==> config.mk <==
export PLATFORM = sky130hd
export DESIGN_NAME = seq_inst_rx
export DESIGN_NICKNAME = d
export VERILOG_FILES = /design/src/rtl/seq_inst_rx.sv
export SDC_FILE = /design/constraint.sdc
export NUM_CORES = 1
export LEC_CHECK = 0
export BUFFER_PORTS_ARGS = -buffer_cell sky130_fd_sc_hd__buf_2
export CORE_MARGIN = 2
export CORE_UTILIZATION = 50
export DETAILED_ROUTE_END_ITERATION = 6
export PLACE_DENSITY = 0.71
export SLEW_MARGIN = 10
export SYNTH_ARGS = -nofsm -noshare
export SYNTH_HDL_FRONTEND = slang
export SYNTH_SLANG_ARGS = --single-unit
==> constraint.sdc <==
create_clock -name clk -period 2.74 [get_ports clk]
set_clock_uncertainty 0.1 [all_clocks]
set_input_delay 0.137 -clock clk [delete_from_list [all_inputs] [get_ports clk]]
set_output_delay 0.137 -clock clk [all_outputs]
set_load 0.005 [all_outputs]
==> src/rtl/seq_inst_rx.sv <==
// rtl/seq_inst_rx.sv - byte-pair instruction assembler with in-order issue FIFO
//
// Purpose:
//   Pairs UART bytes (high byte then low byte) into IN_W-bit instructions and
//   queues them in a DEPTH-entry FIFO. The FIFO head is issued one per cycle.
//   A send instruction at the head waits while the UART transmitter is busy,
//   and everything behind it waits too, so issue order is preserved.
//
// Ports:
//   clk          rising-edge clock
//   rst          asynchronous active-high reset
//   i_rx_data    received byte
//   i_rx_valid   one-cycle strobe qualifying i_rx_data
//   i_tx_busy    transmitter busy, stalls a send instruction at the head
//   o_inst       instruction at FIFO head
//   o_inst_valid o_inst is issued (and popped) this cycle
//   o_count      FIFO occupancy
//   o_overflow   one-cycle pulse, assembled instruction dropped (FIFO full)
//   o_timeout    one-cycle pulse, dangling high byte discarded

module seq_inst_rx #(
  parameter int              IN_W    = 16,
  parameter int              OP_W    = 2,
  parameter logic [OP_W-1:0] OP_SEND = 2'd3,
  parameter int              DEPTH   = 4,
  parameter int              TIMEOUT = 1000
) (
  input  logic                     clk,
  input  logic                     rst,
  input  logic [7:0]               i_rx_data,
  input  logic                     i_rx_valid,
  input  logic                     i_tx_busy,
  output logic [IN_W-1:0]          o_inst,
  output logic                     o_inst_valid,
  output logic [$clog2(DEPTH):0]   o_count,
  output logic                     o_overflow,
  output logic                     o_timeout
);

  localparam int AW = $clog2(DEPTH);
  localparam int CW = AW + 1;
  localparam int TW = (TIMEOUT > 1) ? $clog2(TIMEOUT) : 1;

  typedef enum logic {
    S_HI = 1'b0,
    S_LO = 1'b1
  } state_t;

  state_t          r_state;
  state_t          w_next;
  logic [7:0]      r_hi;
  logic [TW-1:0]   r_tcnt;
  logic            w_load_hi;
  logic            w_push;
  logic            w_tmo;
  logic [IN_W-1:0] w_word;

  logic [IN_W-1:0] r_mem [DEPTH];
  logic [AW-1:0]   r_rptr;
  logic [AW-1:0]   r_wptr;
  logic [CW-1:0]   r_count;
  logic            r_overflow;
  logic            r_timeout;

  logic            w_full;
  logic            w_empty;
  logic [IN_W-1:0] w_head;
  logic            w_head_send;
  logic            w_pop;
  logic            w_accept;

  // Assembler state register
  always_ff @(posedge clk or posedge rst) begin
    if (rst) begin
      r_state <= S_HI;
    end else begin
      r_state <= w_next;
    end
  end

  // Assembler next state; a byte in the last allowed idle cycle wins over
  // the timeout, so the instruction still completes.
  always_comb begin
    w_next    = r_state;
    w_load_hi = 1'b0;
    w_push    = 1'b0;
    w_tmo     = 1'b0;
    case (r_state)
      S_HI: begin
        if (i_rx_valid) begin
          w_load_hi = 1'b1;
          w_next    = S_LO;
        end
      end
      S_LO: begin
        if (i_rx_valid) begin
          w_push = 1'b1;
          w_next = S_HI;
        end else if (r_tcnt == TW'(TIMEOUT - 1)) begin
          w_tmo  = 1'b1;
          w_next = S_HI;
        end
      end
      default: w_next = S_HI;
    endcase
  end

  // High byte holding register and idle counter
  always_ff @(posedge clk or posedge rst) begin
    if (rst) begin
      r_hi   <= '0;
      r_tcnt <= '0;
    end else if (w_load_hi) begin
      r_hi   <= i_rx_data;
      r_tcnt <= '0;
    end else if (w_tmo) begin
      r_hi   <= '0;
      r_tcnt <= '0;
    end else if (r_state == S_LO && !i_rx_valid) begin
      r_tcnt <= r_tcnt + 1'b1;
    end
  end

  assign w_word = {r_hi, i_rx_data};

  // FIFO status and issue decision
  assign w_full      = (r_count == CW'(DEPTH));
  assign w_empty     = (r_count == '0);
  assign w_head      = r_mem[r_rptr];
  assign w_head_send = (w_head[IN_W-1 -: OP_W] == OP_SEND);
  assign w_pop       = ~w_empty & ~(w_head_send & i_tx_busy);
  // A full FIFO still takes the new word when the head leaves this cycle
  assign w_accept    = w_push & (~w_full | w_pop);

  always_ff @(posedge clk or posedge rst) begin
    if (rst) begin
      r_rptr     <= '0;
      r_wptr     <= '0;
      r_count    <= '0;
      r_overflow <= 1'b0;
      r_timeout  <= 1'b0;
      for (int i = 0; i < DEPTH; i++) begin
        r_mem[i] <= '0;
      end
    end else begin
      if (w_accept) begin
        r_mem[r_wptr] <= w_word;
        r_wptr        <= r_wptr + 1'b1;
      end
      if (w_pop) begin
        r_rptr <= r_rptr + 1'b1;
      end
      case ({w_accept, w_pop})
        2'b10:   r_count <= r_count + 1'b1;
        2'b01:   r_count <= r_count - 1'b1;
        default: r_count <= r_count;
      endcase
      r_overflow <= w_push & ~w_accept;
      r_timeout  <= w_tmo;
    end
  end

  assign o_inst       = w_head;
  assign o_inst_valid = w_pop;
  assign o_count      = r_count;
  assign o_overflow   = r_overflow;
  assign o_timeout    = r_timeout;

endmodule

==> reports/results.txt <==
Sequential elements use 53.4% of the synthesized area. Library cell occupying the most area in the post-synthesis netlist: sky130_fd_sc_hd__dfrtp_1. The final routed DRC violation total was 0; the number of cells after detailed placement was 416. Setup repair after global routing left no endpoint under its margin. In this run, distinct cell masters in the synthesized netlist total 37. The number of nets handed over by synthesis was 301.

Power spread over the standard cell area amounts to 1100 nW/um^2. The count of nets left with antenna violations once routing finished came out at 0. Root cell of the clock tree: sky130_fd_sc_hd__clkbuf_8.

The total net switching power is 1.72 mW, and the number of hold violations in the final report is 0. STA classifies the critical path endpoint as a flop. The number of buffers added on ports works out to 33. After global routing the overflow that remains totals 0.

At the later pin of the worst-skew pair, clock insertion delay measures 350 ps. The longest clock path from root to sink contains 2 buffers. The internal power consumption was 3.64 mW; the ratio of routed vias to standard cells was 5.56.

In the finished design, the share of the clock period the worst path needs comes to 91.4%. The share of total power dissipated in the clock network is 15.7%. For the maximum level of the CTS H-tree, the log shows 3. The peak ir drop on the vdd network came out at 480 uV. For the pin with the worst max-slew slack, the measured transition is 910 ps.

After synthesis, the largest area contributor takes up 53.4% of total cell area. After clock tree synthesis, the setup repair step added 0 buffers. Counting flops with a built-in enable in the synthesized netlist gives 0. Across the run, the number of max-cap violations was 0.

The number of antenna violations at the first check in global routing was 0. For this design the top-level I/O count stands at 34. Summed over all cells, the static leakage comes to 2.40 nW. The number of gates resized after CTS was 0.

The net switching share of the total power works out to 32.1%. Of all flip-flops after synthesis, the portion carrying an async set or reset was 100%. The clock period could shrink to 2500 ps.

After detailed routing, the total wire length is 7790 um. The tools report the register share of total power as 43.5%. STA classifies the critical path startpoint as a flop. The number of setup violations in the final report was 0; the width of the die was 96.9 um.

The final count of pins violating max slew is 0. Most instantiated library cell after synthesis: sky130_fd_sc_hd__dfrtp_1. After clock tree synthesis, the clock-pin slew on the worst setup and hold paths is 100 ps. In this run the vertical extent of the chip is 96.9 um. The total placed instance area came out at 4610 um^2. The worst hold path belongs to the class primary input to async pin. At the end of routability-driven placement, the weighted congestion stood at 0.799. The final instance area came out at 4900 um^2. The total half-perimeter wirelength after legalization and detailed placement was 5060 um; the pin count of the biggest net entering global routing was 53. Worst setup margin: 235 ps. Once the floorplan was initialized, standard cells occupied 52.0% of the core. For the total via count in the routed design, the log shows 2,462. The first TritonRoute pass finished after 4 iterations.

Summed over all failing endpoints, the final setup total negative slack is 0 ps. The number of hold buffers added after CTS was 11. TritonCTS built the clock tree. Register bit count reported by yosys: 92. The flow ran to the end, and the final reports show no timing, DRC or antenna violations.

The final routed wire length divided by cell count is 17.6 um, and the fmax is 399 MHz. The fraction of layout instances using a drive strength above 1 was 41.4%; the number of global-route vias before repair was 2,603. By count the netlist is led by 92 x sky130_fd_sc_hd__dfrtp_1, 40 x sky130_fd_sc_hd__mux2_4, 24 x sky130_fd_sc_hd__mux2_2. The relative area change from synthesis to final layout was 13.6%. The floorplan step defined a core boundary enclosing 8300 um^2. In this run, the number of DRC markers left after iteration 0 of detailed routing was 95. For the worst slew slack as a fraction of its limit, the log shows 39.2%. For this run, the share of the core covered by cells in the final layout is 59.0%.

After technology mapping, the gate count stands at 280. The CTS buffer count was 9. Averaged over all synthesized cells, the footprint is 15.4 um^2.

Most used flip-flop cell after synthesis: sky130_fd_sc_hd__dfrtp_1. The number of antenna diodes in the final layout is 0. Critical path data required time: 2920 ps.

Sorting the synthesized cells by area gives the leading types as sky130_fd_sc_hd__dfrtp_1 53%, sky130_fd_sc_hd__mux2_4 14%, sky130_fd_sc_hd__mux4_2 6.8%. Fill cells in the final layout number 651. The worst slack at placement came out at 224 ps.

The floorplan has 33 rows. The worst hold margin came out at 389 ps. Number of nets at the end of the flow: 354.

For this design, the sink count on the clock tree is 92. Summing every instance area after synthesis gives 4310 um^2. The data arrival time of the critical path came out at 2690 ps. Sum of internal, switching and leakage power: 5.37 mW. The logs give 443 for the number of cells in the finished layout apart from fillers and 13,400 um for the wire length of the first global-routing pass. The run gives 0 as the count of synthesis-stage warnings from yosys. The worst setup path is of the flop to flop kind.

Of the total power, combinational logic draws 40.8%. Global routing consumed, over all layers together, 17.9% of the routing resources. In this run the worst path has a maximum fanout of 4. The die area was 9380 um^2.
[layout make-up]
type                       count  area (um^2)  area share [%]
tap                          105          131            2.68
timing repair buffer          53          355            7.25
multi-input combinational    165         1890            38.5
clock buffer                  10          128            2.61
inverter                      12         46.3           0.945
clock inverter                 6         48.8           0.996
sequential                    92         2300            47.0
[flip-flops by register name, indices dropped and copies added, names as in the netlist]
register,flops
o_overflow,1
r_rptr,2
r_mem,64
o_timeout,1
r_state,1
r_hi,8
o_count,3
r_wptr,2
r_tcnt,10
[worst max-delay path, stage by stage, from the launching register on]
cell and delay, ps:
sky130_fd_sc_hd__dfrtp_1 440, sky130_fd_sc_hd__mux4_2 600, sky130_fd_sc_hd__a31oi_1 250, sky130_fd_sc_hd__ha_1 220, sky130_fd_sc_hd__inv_1 60, sky130_fd_sc_hd__fa_1 370, sky130_fd_sc_hd__xor2_1 150, sky130_fd_sc_hd__nor2_1 110
sky130_fd_sc_hd__xor2_1 150
[power groups by stage]
stage / clock network [mW] / logic (mW) / registers (mW)
3_3_place_gp: 0 / 2.15 / 2.33
5_1_grt: 0.912 / 2.39 / 2.42
2_1_floorplan: 0 / 1.69 / 2.22
6_report: 0.844 / 2.19 / 2.33
3_5_place_dp: 0 / 2.21 / 2.36
4_1_cts: 0.860 / 2.24 / 2.33
[cells by family after synthesis]
logic type	Yosys count	share of synthesized area, %
buf+inv	23	2.87
simple gates	43	5.77
mux	81	29.0
flops	92	53.4
compound gates	22	4.12
xor+xnor	10	2.03
fa+ha+maj	9	2.79
[worst paths after layout]
path,start,endpoint,slack (ps),cells after the start
max reg2reg,r_rptr[0]$_DFFE_PP0P_,o_count[2]$_DFFE_PP0P_,240,8
min in group clk,r_state$_DFF_PP0_,r_state$_DFF_PP0_,400,1
max,r_rptr[0]$_DFFE_PP0P_,o_count[2]$_DFFE_PP0P_,240,8
max in group asynchronous,rst,r_mem[35]$_DFFE_PP0P_,1460,4
min reg2reg,r_state$_DFF_PP0_,r_state$_DFF_PP0_,400,1
min,rst,r_mem[24]$_DFFE_PP0P_,390,3
[metal layers]
metal,GRT usage [%],share of wire (%),vias to the layer above
li1,-,-,1131
met1,25.5,49,1288
met4,5.53,1.2,0
met2,28.3,48,34
met5,0,0,-
met3,2.96,2.6,9
[cells in the final DEF, fill, tap and decap left out, types with 2 or more instances in the layout]
cell type	instances
sky130_fd_sc_hd__dlygate4sd3_1	11
sky130_fd_sc_hd__dfrtp_1	92
sky130_fd_sc_hd__nand2b_1	3
sky130_fd_sc_hd__nand2_4	4
sky130_fd_sc_hd__nor3b_1	2
sky130_fd_sc_hd__nand2_1	9
sky130_fd_sc_hd__buf_4	8
sky130_fd_sc_hd__inv_1	11
sky130_fd_sc_hd__mux2_4	40
sky130_fd_sc_hd__xor2_1	3
sky130_fd_sc_hd__mux4_1	3
sky130_fd_sc_hd__clkinvlp_4	2
sky130_fd_sc_hd__mux2_2	24
sky130_fd_sc_hd__clkbuf_8	9
sky130_fd_sc_hd__and3_1	2
sky130_fd_sc_hd__mux4_2	13
sky130_fd_sc_hd__a21oi_1	2
sky130_fd_sc_hd__ha_1	8
sky130_fd_sc_hd__buf_2	33
sky130_fd_sc_hd__nor3_1	3
sky130_fd_sc_hd__nand4_1	2
sky130_fd_sc_hd__nor2_1	9
sky130_fd_sc_hd__nand3_1	3
sky130_fd_sc_hd__clkinv_2	2
sky130_fd_sc_hd__o21ai_0	6
sky130_fd_sc_hd__a22o_1	9
sky130_fd_sc_hd__xnor2_1	7
Power figures use the tool's default switching activity.
